File: config.mk
export PLATFORM = sky130hd
export DESIGN_NAME = shift_sequencer
export DESIGN_NICKNAME = d
export VERILOG_FILES = /design/src/rtl/shift_sequencer.sv
export SDC_FILE = /design/constraint.sdc
export NUM_CORES = 1
export LEC_CHECK = 0
export CAP_MARGIN = 0
export CORE_ASPECT_RATIO = 0.6
export CORE_MARGIN = 1.5
export CORE_UTILIZATION = 43
export CTS_CLUSTER_SIZE = 40
export DETAILED_ROUTE_END_ITERATION = 12
export PLACE_DENSITY = 0.8
export SYNTH_ARGS = -nofsm -noshare
export SYNTH_HDL_FRONTEND = slang
export SYNTH_SLANG_ARGS = --single-unit
File: constraint.sdc
create_clock -name clk -period 2.4 [get_ports clk]
set_input_delay 0.48 -clock clk [delete_from_list [all_inputs] [get_ports clk]]
set_output_delay 0.48 -clock clk [all_outputs]
set_load 0.1 [all_outputs]
File: src/rtl/shift_sequencer.sv
// Front-end sequencer for the 16-bit shift stage: splits large arithmetic shifts
// into passes of at most 15 positions and returns the accumulated result.
module shift_sequencer #(
    parameter int AMT_W  = 6,
    parameter int DATA_W = 16
) (
    input  logic              clk,
    input  logic              rst_n,
    input  logic              req_valid,
    output logic              req_ready,
    input  logic [DATA_W-1:0] req_data,
    input  logic [AMT_W-1:0]  req_amt,
    input  logic              req_lr,
    input  logic              req_rot,
    output logic [DATA_W-1:0] shf_in,
    output logic [3:0]        shf_shift,
    output logic              shf_lr,
    output logic              shf_rot,
    input  logic [DATA_W-1:0] shf_out,
    output logic              rsp_valid,
    input  logic              rsp_ready,
    output logic [DATA_W-1:0] rsp_data,
    output logic [2:0]        rsp_passes
);

    // state | meaning
    // IDLE  | waiting for a request, req_ready high
    // RUN   | one shift-stage pass per clock until the remaining amount is zero
    // DONE  | result held on the response channel until rsp_ready
    typedef enum logic [1:0] {IDLE, RUN, DONE} state_t;

    state_t             r_state;
    logic [DATA_W-1:0]  r_acc;
    logic [AMT_W-1:0]   r_rem;
    logic               r_dir;
    logic               r_rot;
    logic [2:0]         r_passes;
    logic [3:0]         r_shf_shift;
    logic               r_req_ready;
    logic               r_rsp_valid;

    logic [AMT_W-1:0]   w_rem_load;
    logic [AMT_W-1:0]   w_rem_next;

    function automatic logic [3:0] step_of(input logic [AMT_W-1:0] rem);
        return (rem > AMT_W'(15)) ? 4'd15 : rem[3:0];
    endfunction

    // Rotates wrap at 16, so only the low nibble of the amount matters.
    assign w_rem_load = req_rot ? AMT_W'(req_amt[3:0]) : req_amt;
    assign w_rem_next = r_rem - AMT_W'(r_shf_shift);

    always_ff @(posedge clk or negedge rst_n) begin
        if (!rst_n) begin
            r_state     <= IDLE;
            r_acc       <= '0;
            r_rem       <= '0;
            r_dir       <= 1'b0;
            r_rot       <= 1'b0;
            r_passes    <= '0;
            r_shf_shift <= '0;
            r_req_ready <= 1'b1;
            r_rsp_valid <= 1'b0;
        end else begin
            case (r_state)
                IDLE: begin
                    if (req_valid && r_req_ready) begin
                        r_acc       <= req_data;
                        r_dir       <= req_lr;
                        r_rot       <= req_rot;
                        r_passes    <= '0;
                        r_rem       <= w_rem_load;
                        r_req_ready <= 1'b0;
                        if (w_rem_load == '0) begin
                            r_state     <= DONE;
                            r_rsp_valid <= 1'b1;
                            r_shf_shift <= '0;
                        end else begin
                            r_state     <= RUN;
                            r_shf_shift <= step_of(w_rem_load);
                        end
                    end
                end
                RUN: begin
                    // r_shf_shift already holds this pass's step, precomputed a cycle early.
                    r_acc    <= shf_out;
                    r_rem    <= w_rem_next;
                    r_passes <= r_passes + 3'd1;
                    if (w_rem_next == '0) begin
                        r_state     <= DONE;
                        r_rsp_valid <= 1'b1;
                        r_shf_shift <= '0;
                    end else begin
                        r_shf_shift <= step_of(w_rem_next);
                    end
                end
                DONE: begin
                    if (rsp_ready) begin
                        r_state     <= IDLE;
                        r_rsp_valid <= 1'b0;
                        r_req_ready <= 1'b1;
                    end
                end
                default: begin
                    r_state     <= IDLE;
                    r_rsp_valid <= 1'b0;
                    r_req_ready <= 1'b1;
                    r_shf_shift <= '0;
                end
            endcase
        end
    end

    assign req_ready  = r_req_ready;
    assign shf_in     = r_acc;
    assign shf_shift  = r_shf_shift;
    assign shf_lr     = r_dir;
    assign shf_rot    = r_rot;
    assign rsp_valid  = r_rsp_valid;
    assign rsp_data   = r_acc;
    assign rsp_passes = r_passes;

endmodule

---- Word level (Yosys, flattened, before mapping) ----
Cells that the tools add are included.
Widths: inputs -> output; s select.
word-level totals
  bits in registers ....................... 35
  bits in latches ......................... 0
  RAM bits ................................ 0
  bits in read-only memories .............. 0
  output and inout bits ................... 43
  logic and storage cells ................. 58
  memories kept ........................... 0
operators by class
  add/sub/neg operators ................... 2
  $mul .................................... 0
  divide/modulo/power cells ............... 0
  order comparisons ....................... 2
  eq/ne operators ......................... 6
  shift operators ......................... 0
  muxes and demuxes ....................... 26
  bitwise logic cells ..................... 2
  reductions and logical operators ........ 11
operators with widths
  cell                 count
  $pmux 16 s2          1
  $mux 4               5
  $mux 16              1
  $gt 6x4->1 const B   2
  $logic_not 6->1      2
  $mux 6               2
  $pmux 4 s3           1
  $pmux 6 s2           1
  $mux 2               4
  $ne 2x2->1 const B   4
  $mux 1               6
  $pmux 1 s3           2
  $pmux 2 s3           1
  $pmux 3 s2           1
  $reduce_and 2->1     3
  $reduce_and 3->1     2
  $sub 6x4->6          1
  $reduce_and 4->1     1
  $add 3x1->3 const B  1
  $mux 3               1
  $eq 2x1->1 const B   1
  $eq 2x2->1 const B   1
  $logic_not 2->1      1
  $not 1->1            2
  other kinds (2)      2

---- Depth between registers and ports, before layout ----
Gate-level depths: netlist (run 1).
  depth in word-level cells ............... 6
  mapped depth ............................ 9
  depth with buffers taken out ............ 8

---- Worst setup path after synthesis (run 1) ----
No wires, ideal clock.
  path type ............................... reg-to-reg
  from .................................... register r_shf_shift[0], in the netlist shf_shift[0]
  to ...................................... register r_rsp_valid, in the netlist rsp_valid
  setup time .............................. 0.122 ns
  arrival time ............................ 2.509 ns
  slack ................................... -0.230 ns
  cell stages (with the launch flop) ...... 9
  path buffers ............................ 1
  period minus slack after synthesis ...... 2.630 ns
  path through ............................ dfrtp_1 -> ha_1 -> fa_1 -> nor2b_4 -> or4b_1 -> a31oi_1 -> or3_1 -> buf_6 -> o211a_1
on the way
  word-level cells in the longest chain between the ends .. 4
RTL lines
  element                     line  source
  from (decl)                 38    logic [3:0] r_shf_shift;
  from (signal assigned)      80    r_shf_shift <= step_of(w_rem_load);
  from (signal assigned)      94    r_shf_shift <= step_of(w_rem_next);
  $sub 6x4->6                 51    assign w_rem_next = r_rem - AMT_W'(r_shf_shift);
  $logic_not 6->1             89    if (w_rem_next == '0) begin
  $ne 2x2->1 (no line)        n/a
  $reduce_and 4->1 (no line)  n/a
  to (signal assigned)        63    r_rsp_valid <= 1'b0;
  to (signal assigned)        91    r_rsp_valid <= 1'b1;
  to (signal assigned)        100   r_rsp_valid <= 1'b0;
  to (decl)                   40    logic r_rsp_valid;
Every way passes these cells.
A chain may end at the register's enable or synchronous reset.

---- Final worst setup path (run 1) ----
Ends and elaborated chain as after synthesis.

==> flow_summary.toml, run 1 <==
[placed_design]
port_buffers = 86
dpl.hpwl_mm = 3.97
routabilityCongestion = 0.862
dp.cells = 353

[layout]
stdcell_count = 361
area_growth_pct = 36.6
fin_nets = 347
drive_above_1_share_pct = 23.2
antennaDiodeCount = 0

[routing]
wl_mm = 5.36
drc_errors = 0
dr.first_iter.drc_count = 84
first_pass_iters = 4
via_per_inst = 5.23
vias = 1889
wl_per_cell_um = 14.9
antenna_left = 0

[worst_setup_path]
arrival_ns = 2.45
worstSetupPathType = "flip-flop to flip-flop"
cp-end-kind = "flip-flop"
critical_path.cell_chain = "ha_1 -> fa_1 -> nor2b_4 -> or4b_1 -> a31oi_1 -> or3_1 -> o211a_1"
cp_slowest_cell = "fa_1"
cp_slowest_stage_delay_ns = 0.45
cp_max_fo = 6
cp.required_ns = 2.59
crit_path_start_kind = "flip-flop"
reg2reg_depth = 7
cp_num_buf_inv = 0
crit_family = "simple AND/OR/NAND/NOR gates"
rr_startpoint = "shf_shift[0]"
crit_start = "shf_shift[0]"
cp.depth = 7

[timing]
slew_headroom_pct = 47.5
finalMaxSlewViolations = 0
tightest_slew_ns = 0.787
rsz0062_at_grt = "false"
hold_viol = 0
fmax_ghz = 0.442
finalClockSkew_ns = 0.00471
fin_crit_sh_pct = 94.3
setup_violations = 0
period_minus_slack_ns = 2.26
tns_ns = 0

[floorplanning]
core_area_um2 = 4660
die-area_um2 = 5360
placementRows = 19
die_h_um = 57.3
start_util_pct = 45.4
io_pins = 87
dieWidth_um = 93.5

[clock_network]
clkTransAtPathRegs_ns = 0.07
cts-buffers-inserted = 5
clock_latency_ns = 0.30
cts_tree = "done"
clock_path_buffers = 2
cts_setup_buffers = 0
post_cts_resized = 0
clock_sinks = 35
root_buffer = "clkbuf_8"
cts_htree_levels = 2
hold_buffers = 0

[grt]
grt_pass1_wl_mm = 8.82
grt_pass1_vias = 1861
grt_max_degree = 36
overflow = 0
track_usage_pct = 21.4
grt_antenna_before_repair = 0

[synth]
synthTopCellsByArea = "dfrtp_1, mux2i_1, buf_4"
yosysTopAreaCellShare_pct = 40.3
syn_area_per_cell_um2 = 9.31
synth-edff-count = 0
syn_nets = 277
yosys.area.top_type = "dfrtp_1"
ys_dominant_reg_cell = "dfrtp_1"
ys_ff_latch = 35
syn-instance-count = 227
ys_types = 44
ys_async_sr_fraction_pct = 100
yosysWarnings = 0
synth-seq-area-share_pct = 41.5
synthesis.area_um2 = 2110

[status]
status = "completed"

[flow_run]
maxCapViolCount = 0

[min_path]
hold_class = "primary input to asynchronous set/reset pin"
## sequential cells by signal (all words and copies together) (netlist names)
signal / flops
r_rem: 6
r_state: 2
req_ready: 1
rsp_data: 16
rsp_passes: 3
rsp_valid: 1
shf_lr: 1
shf_rot: 1
shf_shift: 4
## placed cells by master, fill, tap and decap left out, types with 2 or more instances in the layout
| cell type | count |
|---|---|
| buf_4 | 50 |
| ha_1 | 5 |
| clkdlybuf4s50_1 | 42 |
| dfrtp_1 | 30 |
| o211ai_1 | 2 |
| nor3_1 | 5 |
| a21oi_1 | 15 |
| nor2b_1 | 3 |
| inv_1 | 8 |
| xor2_1 | 2 |
| nand2b_1 | 3 |
| a311o_1 | 2 |
| dfrtp_2 | 4 |
| a31oi_1 | 3 |
| mux2i_1 | 18 |
| mux2_2 | 6 |
| o21a_1 | 2 |
| nand3b_1 | 3 |
| clkbuf_8 | 5 |
| o21ai_0 | 20 |
| clkbuf_1 | 2 |
| nor2_1 | 15 |
| nand2_1 | 28 |
| xnor2_1 | 2 |
## synthesized netlist by cell type, types with 2 or more instances
cell and instances:
nand3b_1 3, nor2_1 15, nand2b_1 3, a31oi_1 3, xnor2_1 2, dfrtp_1 34
a21oi_1 15, nor2b_1 3, mux2_2 6, o21ai_0 20, o21a_1 2, mux2i_1 18
clkbuf_1 5, buf_4 17, nor3_1 5, a311o_1 2, o211ai_1 2, inv_1 8
nand2_1 28, buf_2 7, ha_1 5, xor2_1 2
## final cells by class
cell class / count / area, um^2
multi-input combinational: 154 / 1010
tap: 63 / 78.8
fill: 415 / 1770
sequential: 35 / 882
timing repair buffer: 93 / 801
clock inverter: 1 / 5.00
clock buffer: 7 / 76.3
inverter: 8 / 30.0
## worst reg2reg max path, stage by stage (launching register included)
cell     delay [ns]
dfrtp_2        0.42
ha_1           0.23
fa_1           0.45
nor2b_4        0.15
or4b_1         0.13
a31oi_1        0.08
or3_1          0.45
o211a_1        0.26
## path summary, 6_finish.rpt
kind	end	slack, ns
hold reg to reg	shf_rot	0.52
max in group asynchronous	shf_shift[3]	1.59
hold / removal	r_rem[2]	0.26
setup / recovery	rsp_valid	0.14
setup reg to reg	rsp_valid	0.14
min in group clk	shf_rot	0.52
## metal layers
| metal | routed length [um] | global-route usage (%) |
|---|---|---|
| met1 | 2460 | 29.3 |
| met2 | 2240 | 32.0 |
| met3 | 610 | 8.13 |
| met4 | 59 | 5.84 |
| met5 | 0 | 0 |
## kinds of logic (layout without fill, tap and decap cells)
group / count (synthesis) / after routing / share of synthesized area [%]
DFF: 35 / 35 / 41.5
adders and majority gates: 6 / 6 / 3.91
and+or+nand+nor: 64 / 64 / 14.3
xor gates and xnor gates: 4 / 4 / 1.66
muxes: 24 / 24 / 11.7
buffers and inverters: 38 / 109 / 10.5
AOI/OAI and AO/OA: 56 / 56 / 16.3
## stage by stage
| stage | util (%) | hold slack (ns) | worst slack, ns | area [um^2] |
|---|---|---|---|---|
| floorplan | - | 0.184 | 0.00710 | 2120 |
| global placement | 60.2 | 0.504 | 0.245 | 2810 |
| detailed placement | 60.2 | 0.504 | 0.187 | 2810 |
| CTS | 61.9 | 0.291 | 0.176 | 2890 |
| global route | 61.9 | 0.324 | 0.0806 | 2890 |
| finish | 61.9 | 0.256 | 0.136 | 2890 |
Power of run 1 is left out: the tool's default activity adds up to more than one toggle a clock period on the data nets, which glitch-free logic cannot reach.
==> run 2: changes to the inputs <==
Settings changed: CORE_ASPECT_RATIO 0.6 to default.
==> run 2 against run 1 <==
Against the previous run:
- critical path depth is the same
- sequential share of layout area decreased by 0.053 points
- via count down 0.90%
- worst hold slack better by 0.26 ns
- cell area is 0.17% higher
- clock skew increased by 0.00054 ns
- utilization is 0.73 points lower
- global-route usage fell by 1.1 points
- flip-flop and latch count unchanged
==> flow_summary.toml, run 2 (synthesis results as in run 1) <==
[status]
status = "completed"

[floorplanning]
core_area_um2 = 4720
die-area_um2 = 5340
io_pins = 87
die_h_um = 73.1
dieWidth_um = 73.1
placementRows = 25
start_util_pct = 44.7

[placed_design]
dp.cells = 356
dpl.hpwl_mm = 3.76
port_buffers = 86
routabilityCongestion = 0.865

[routing]
dr.first_iter.drc_count = 121
first_pass_iters = 7
wl_per_cell_um = 14.0
wl_mm = 5.08
drc_errors = 0
antenna_left = 0
vias = 1872
via_per_inst = 5.14

[clock_network]
post_cts_resized = 0
root_buffer = "clkbuf_8"
clock_sinks = 35
cts_htree_levels = 2
cts-buffers-inserted = 5
hold_buffers = 0
clock_path_buffers = 2
cts_tree = "done"
clock_latency_ns = 0.28
clkTransAtPathRegs_ns = 0.07
cts_setup_buffers = 0

[timing]
setup_violations = 0
fmax_ghz = 0.450
tns_ns = 0
finalMaxSlewViolations = 0
tightest_slew_ns = 0.467
finalClockSkew_ns = 0.00526
rsz0062_at_grt = "false"
whs_ns = 0.516
hold_viol = 0
fin_crit_sh_pct = 92.7
slew_headroom_pct = 68.9
period_minus_slack_ns = 2.22

[flow_run]
maxCapViolCount = 0

[worst_setup_path]
crit_path_start_kind = "flip-flop"
rr_startpoint = "shf_shift[0]"
endpoint = "rsp_valid"
cp-end-kind = "flip-flop"
ff2ff_setup_slack_ns = 0.18
crit_start = "shf_shift[0]"
cp.required_ns = 2.58
cp_max_fo = 6
reg2reg_depth = 7
worstSetupPathType = "flip-flop to flip-flop"
reg2reg_to = "rsp_valid"
arrival_ns = 2.40

[layout]
final_common_cell = "buf_4"
fin_nets = 346
largest_reg_flops = 16
drive_above_1_share_pct = 22.6
ff_latch_area_um2 = 882
multiInputGateArea_um2 = 1010
antennaDiodeCount = 0
fin_util_pct = 61.2
fill_cells = 399
stdcell_count = 364
final_cell_mix = "buf_4, clkdlybuf4s50_1, dfrtp_1"
area_growth_pct = 36.8

[grt]
grt_pass1_vias = 1780
overflow = 0
grt_antenna_before_repair = 0
grt_max_degree = 44
grt_pass1_wl_mm = 8.35
track_usage_pct = 20.4

[min_path]
hold_class = "flip-flop to flip-flop"
## run 2: cell types whose count changed in the layout (fill, tap and decap cells not counted)
cell / change
buf_2: -1
buf_4: -1
clkdlybuf4s50_1: +1
clkinv_2: -1
clkinvlp_4: +1
## run 2: worst min-delay path by stage
stage,start,endpoint,slack (ns),cells after the start
2_1_floorplan,rst_n,r_rem[0],0.18,0
5_1_grt,shf_lr,shf_lr,0.54,1
3_5_place_dp,shf_lr,shf_lr,0.50,1
4_1_cts,shf_lr,shf_lr,0.52,1
3_3_place_gp,shf_rot,shf_rot,0.49,1
6_report,shf_lr,shf_lr,0.52,1
## run 2: cell type report
cell class	instances	share of cell area [%]
Clock buffer	7	2.64
Inverter	8	1.04
Tap cell	67	2.90
Sequential cell	35	30.5
Multi-Input combinational cell	154	35.0
Clock inverter	1	0.260
Timing Repair Buffer	92	27.6
## run 2: worst max-delay path: stages, from the launching register on
cell     delay [ns]
dfrtp_2        0.41
ha_1           0.24
fa_1           0.45
nor2b_4        0.15
or4b_1         0.11
a31oi_1        0.07
or3_1          0.43
o211a_1        0.25
## run 2: routing by layer
metal / part of all wire, % / up-vias / global-route usage (%) / routed length (um)
li1: - / 914 / - / -
met1: 41 / 895 / 25.8 / 2080
met2: 53 / 58 / 34.2 / 2670
met3: 5.4 / 5 / 4.97 / 274
met4: 1.1 / 0 / 6.29 / 54
met5: 0 / - / 0 / 0
## run 2: metrics by stage
step	instance area, um^2	setup slack (ns)
after detailed placement	2810	0.196
final	2890	0.176
after global placement	2810	0.246
after CTS	2890	0.193
after global routing	2890	0.114
after floorplan	2120	0.00710
Power of run 2 is left out for the same reason.
==> run 3: changes to the inputs <==
Settings changed: ABC_AREA from default to 1, CORE_ASPECT_RATIO from default to 1.4, PLACE_DENSITY 0.8 to default, PLACE_DENSITY_LB_ADDON from default to 0.12.
==> run 3 against run 2 <==
Against the previous run:
- first-iteration DRC count down 40%
- clock skew up 0.0015 ns
- worst hold slack worse by 0.24 ns
- wire length up 0.69%
- sequential share of layout area up 0.19 points
- synthesized area unchanged
- flip-flop and latch count unchanged
- critical endpoint unchanged
- largest cell class unchanged
==> flow_summary.toml, run 3 <==
[worst_setup_path]
cp_common_cell = "nand2_1"
cp.depth = 12
crit_family = "simple AND/OR/NAND/NOR gates"
cp.required_ns = 2.58
cp-end-kind = "flip-flop"
critical_path.cell_chain = "ha_1 -> fa_1 -> inv_1 -> nand3_1 -> nand2_1 -> nand2_1 -> nand2_1 -> nand3_1 -> nand2_2 -> nand3_1 -> nand2_1 -> nand2_1"
cp_max_fo = 7
reg2reg_to = "rsp_valid"
cp_slowest_cell = "dfrtp_1"
crit_start = "shf_shift[0]"
cp_slowest_stage_delay_ns = 0.40
worstSetupPathType = "flip-flop to flip-flop"
ff2ff_setup_slack_ns = 0.44
crit_path_start_kind = "flip-flop"
rr_startpoint = "shf_shift[0]"
cp_num_buf_inv = 1
reg2reg_depth = 12
endpoint = "rsp_valid"
arrival_ns = 2.13

[synth]
syn_nets = 300
synth-edff-count = 0
yosys.cell_count.top_type = "nand2_1"
ys_types = 41
synth-seq-area-share_pct = 41.5
ys_ff_latch = 35
synthesis.area_um2 = 2110
yosysWarnings = 0
muxShareOfSynthArea_pct = 0.533
synth_top_family_by_area = "simple AND/OR/NAND/NOR gates"
ys_async_sr_fraction_pct = 100
yosys.area_share.simple_pct = 24.7
syn_area_per_cell_um2 = 8.45
synthTopCellsByArea = "dfrtp_1, nand2_1, buf_4"
yosysTopAreaCellShare_pct = 40.3
syn-instance-count = 250
synth-compound-area-share_pct = 14.4
synth_common_cells = "nand2_1, dfrtp_1, inv_1, a31oi_1, buf_4"
yosys.area.top_type = "dfrtp_1"
ys_dominant_reg_cell = "dfrtp_1"
synth_fa_ha_area_share_pct = 3.91
synthXorXnorAreaFrac_pct = 0.414

[grt]
grt_max_degree = 37
track_usage_pct = 19.1
overflow = 0
grt_pass1_vias = 1744
grt_antenna_before_repair = 0
grt_pass1_wl_mm = 8.02

[layout]
final_cell_mix = "nand2_1, buf_4, clkdlybuf4s50_1"
final_common_cell = "nand2_1"
antennaDiodeCount = 0
design_area_um2 = 2860
area_growth_pct = 35.2
drive_above_1_share_pct = 26.8
fill_cells = 458
largest_reg_flops = 16
fin_nets = 370

[clock_network]
cts_setup_buffers = 0
clock_latency_ns = 0.29
hold_buffers = 0
root_buffer = "clkbuf_8"
cts_tree = "done"
clkTransAtPathRegs_ns = 0.07
clock_sinks = 35
cts_htree_levels = 2
post_cts_resized = 0
cts-buffers-inserted = 5
clock_path_buffers = 2

[timing]
finalClockSkew_ns = 0.00672
whs_ns = 0.276
fmax_ghz = 0.511
rsz0062_at_grt = "false"
period_minus_slack_ns = 1.96
tightest_slew_ns = 0.795
hold_viol = 0
fin_crit_sh_pct = 81.5
slew_headroom_pct = 47.0
finalMaxSlewViolations = 0
tns_ns = 0
setup_violations = 0

[floorplanning]
die-area_um2 = 5350
placementRows = 30
dieWidth_um = 62.3
die_h_um = 85.9
io_pins = 87
start_util_pct = 44.0
core_area_um2 = 4800

[routing]
met1Wirelength_mm = 2.17
antenna_left = 0
vias = 1879
wl_per_cell_um = 13.3
wl_met2_mm = 2.57
route.met3.wl_um = 302
dr.first_iter.drc_count = 73
first_pass_iters = 4
dr.max_layer_used = "met4"
wl_mm = 5.12
drc_errors = 0
via_per_inst = 4.88

[placed_design]
routabilityCongestion = 0.847
dpl_cell_area_um2 = 2750
dpl.hpwl_mm = 3.68
port_buffers = 86

[status]
status = "completed"

[flow_run]
maxCapViolCount = 0

[min_path]
hold_class = "primary input to asynchronous set/reset pin"
[run 3: changes by cell type in the layout (fill, tap and decap cells not counted), sizes merged, moves of 11 or more]
| cell | before | now |
|---|---|---|
| a31oi | 3 | 19 |
| inv | 8 | 25 |
| mux2i | 18 | 0 |
| nand2 | 28 | 68 |
| nand3 | 1 | 12 |
| nor2 | 15 | 28 |
| o21ai | 20 | 7 |
[run 3: worst register-to-register path, stage by stage (launching register included)]
cell and delay, ns:
dfrtp_1 0.40, ha_1 0.24, fa_1 0.39, inv_1 0.09
nand3_1 0.08, nand2_1 0.08, nand2_1 0.05, nand2_1 0.07
nand3_1 0.10, nand2_2 0.14, nand3_1 0.09, nand2_1 0.08
nand2_1 0.04
[run 3: area by class of cell]
cell class                 count  area, um^2  area share (%)
multi-input combinational    165         930            32.5
clock inverter                 1        30.0            1.05
clock buffer                   7        76.3            2.67
timing repair buffer          87         756            26.4
inverter                      26         109            3.81
sequential                    35         877            30.7
tap                           64        80.1            2.80
[run 3: worst min-delay path by stage]
stage                   endpoint  depth (start not counted)  slack, ns  startpoint
global placement        r_rem[2]                          2       0.48    r_rem[2]
CTS                 rsp_data[10]                          1       0.30       rst_n
detailed placement     rsp_valid                          2       0.48   rsp_valid
global route            r_rem[3]                          1       0.34       rst_n
finish              rsp_data[11]                          1       0.28       rst_n
floorplan               r_rem[0]                          0       0.18       rst_n
[run 3: cells by family after synthesis]
family	Yosys count
simple gates	113
xor+xnor	1
flops	35
buf+inv	50
mux	1
fa+ha+maj	6
compound gates	44
[run 3: per-layer routing]
metal	up-vias	GRT usage (%)
li1	944	-
met1	856	22.3
met2	71	34.3
met3	8	4.72
met4	0	6.67
met5	-	0
[run 3: through the flow]
step	worst slack [ns]	utilization (%)	cells
final	0.443	59.5	385
after floorplan	0.0736	-	250
after global routing	0.371	59.5	385
after detailed placement	0.460	57.3	377
after CTS	0.454	59.5	385
after global placement	0.536	57.3	377
Power of run 3 is left out for the same reason.
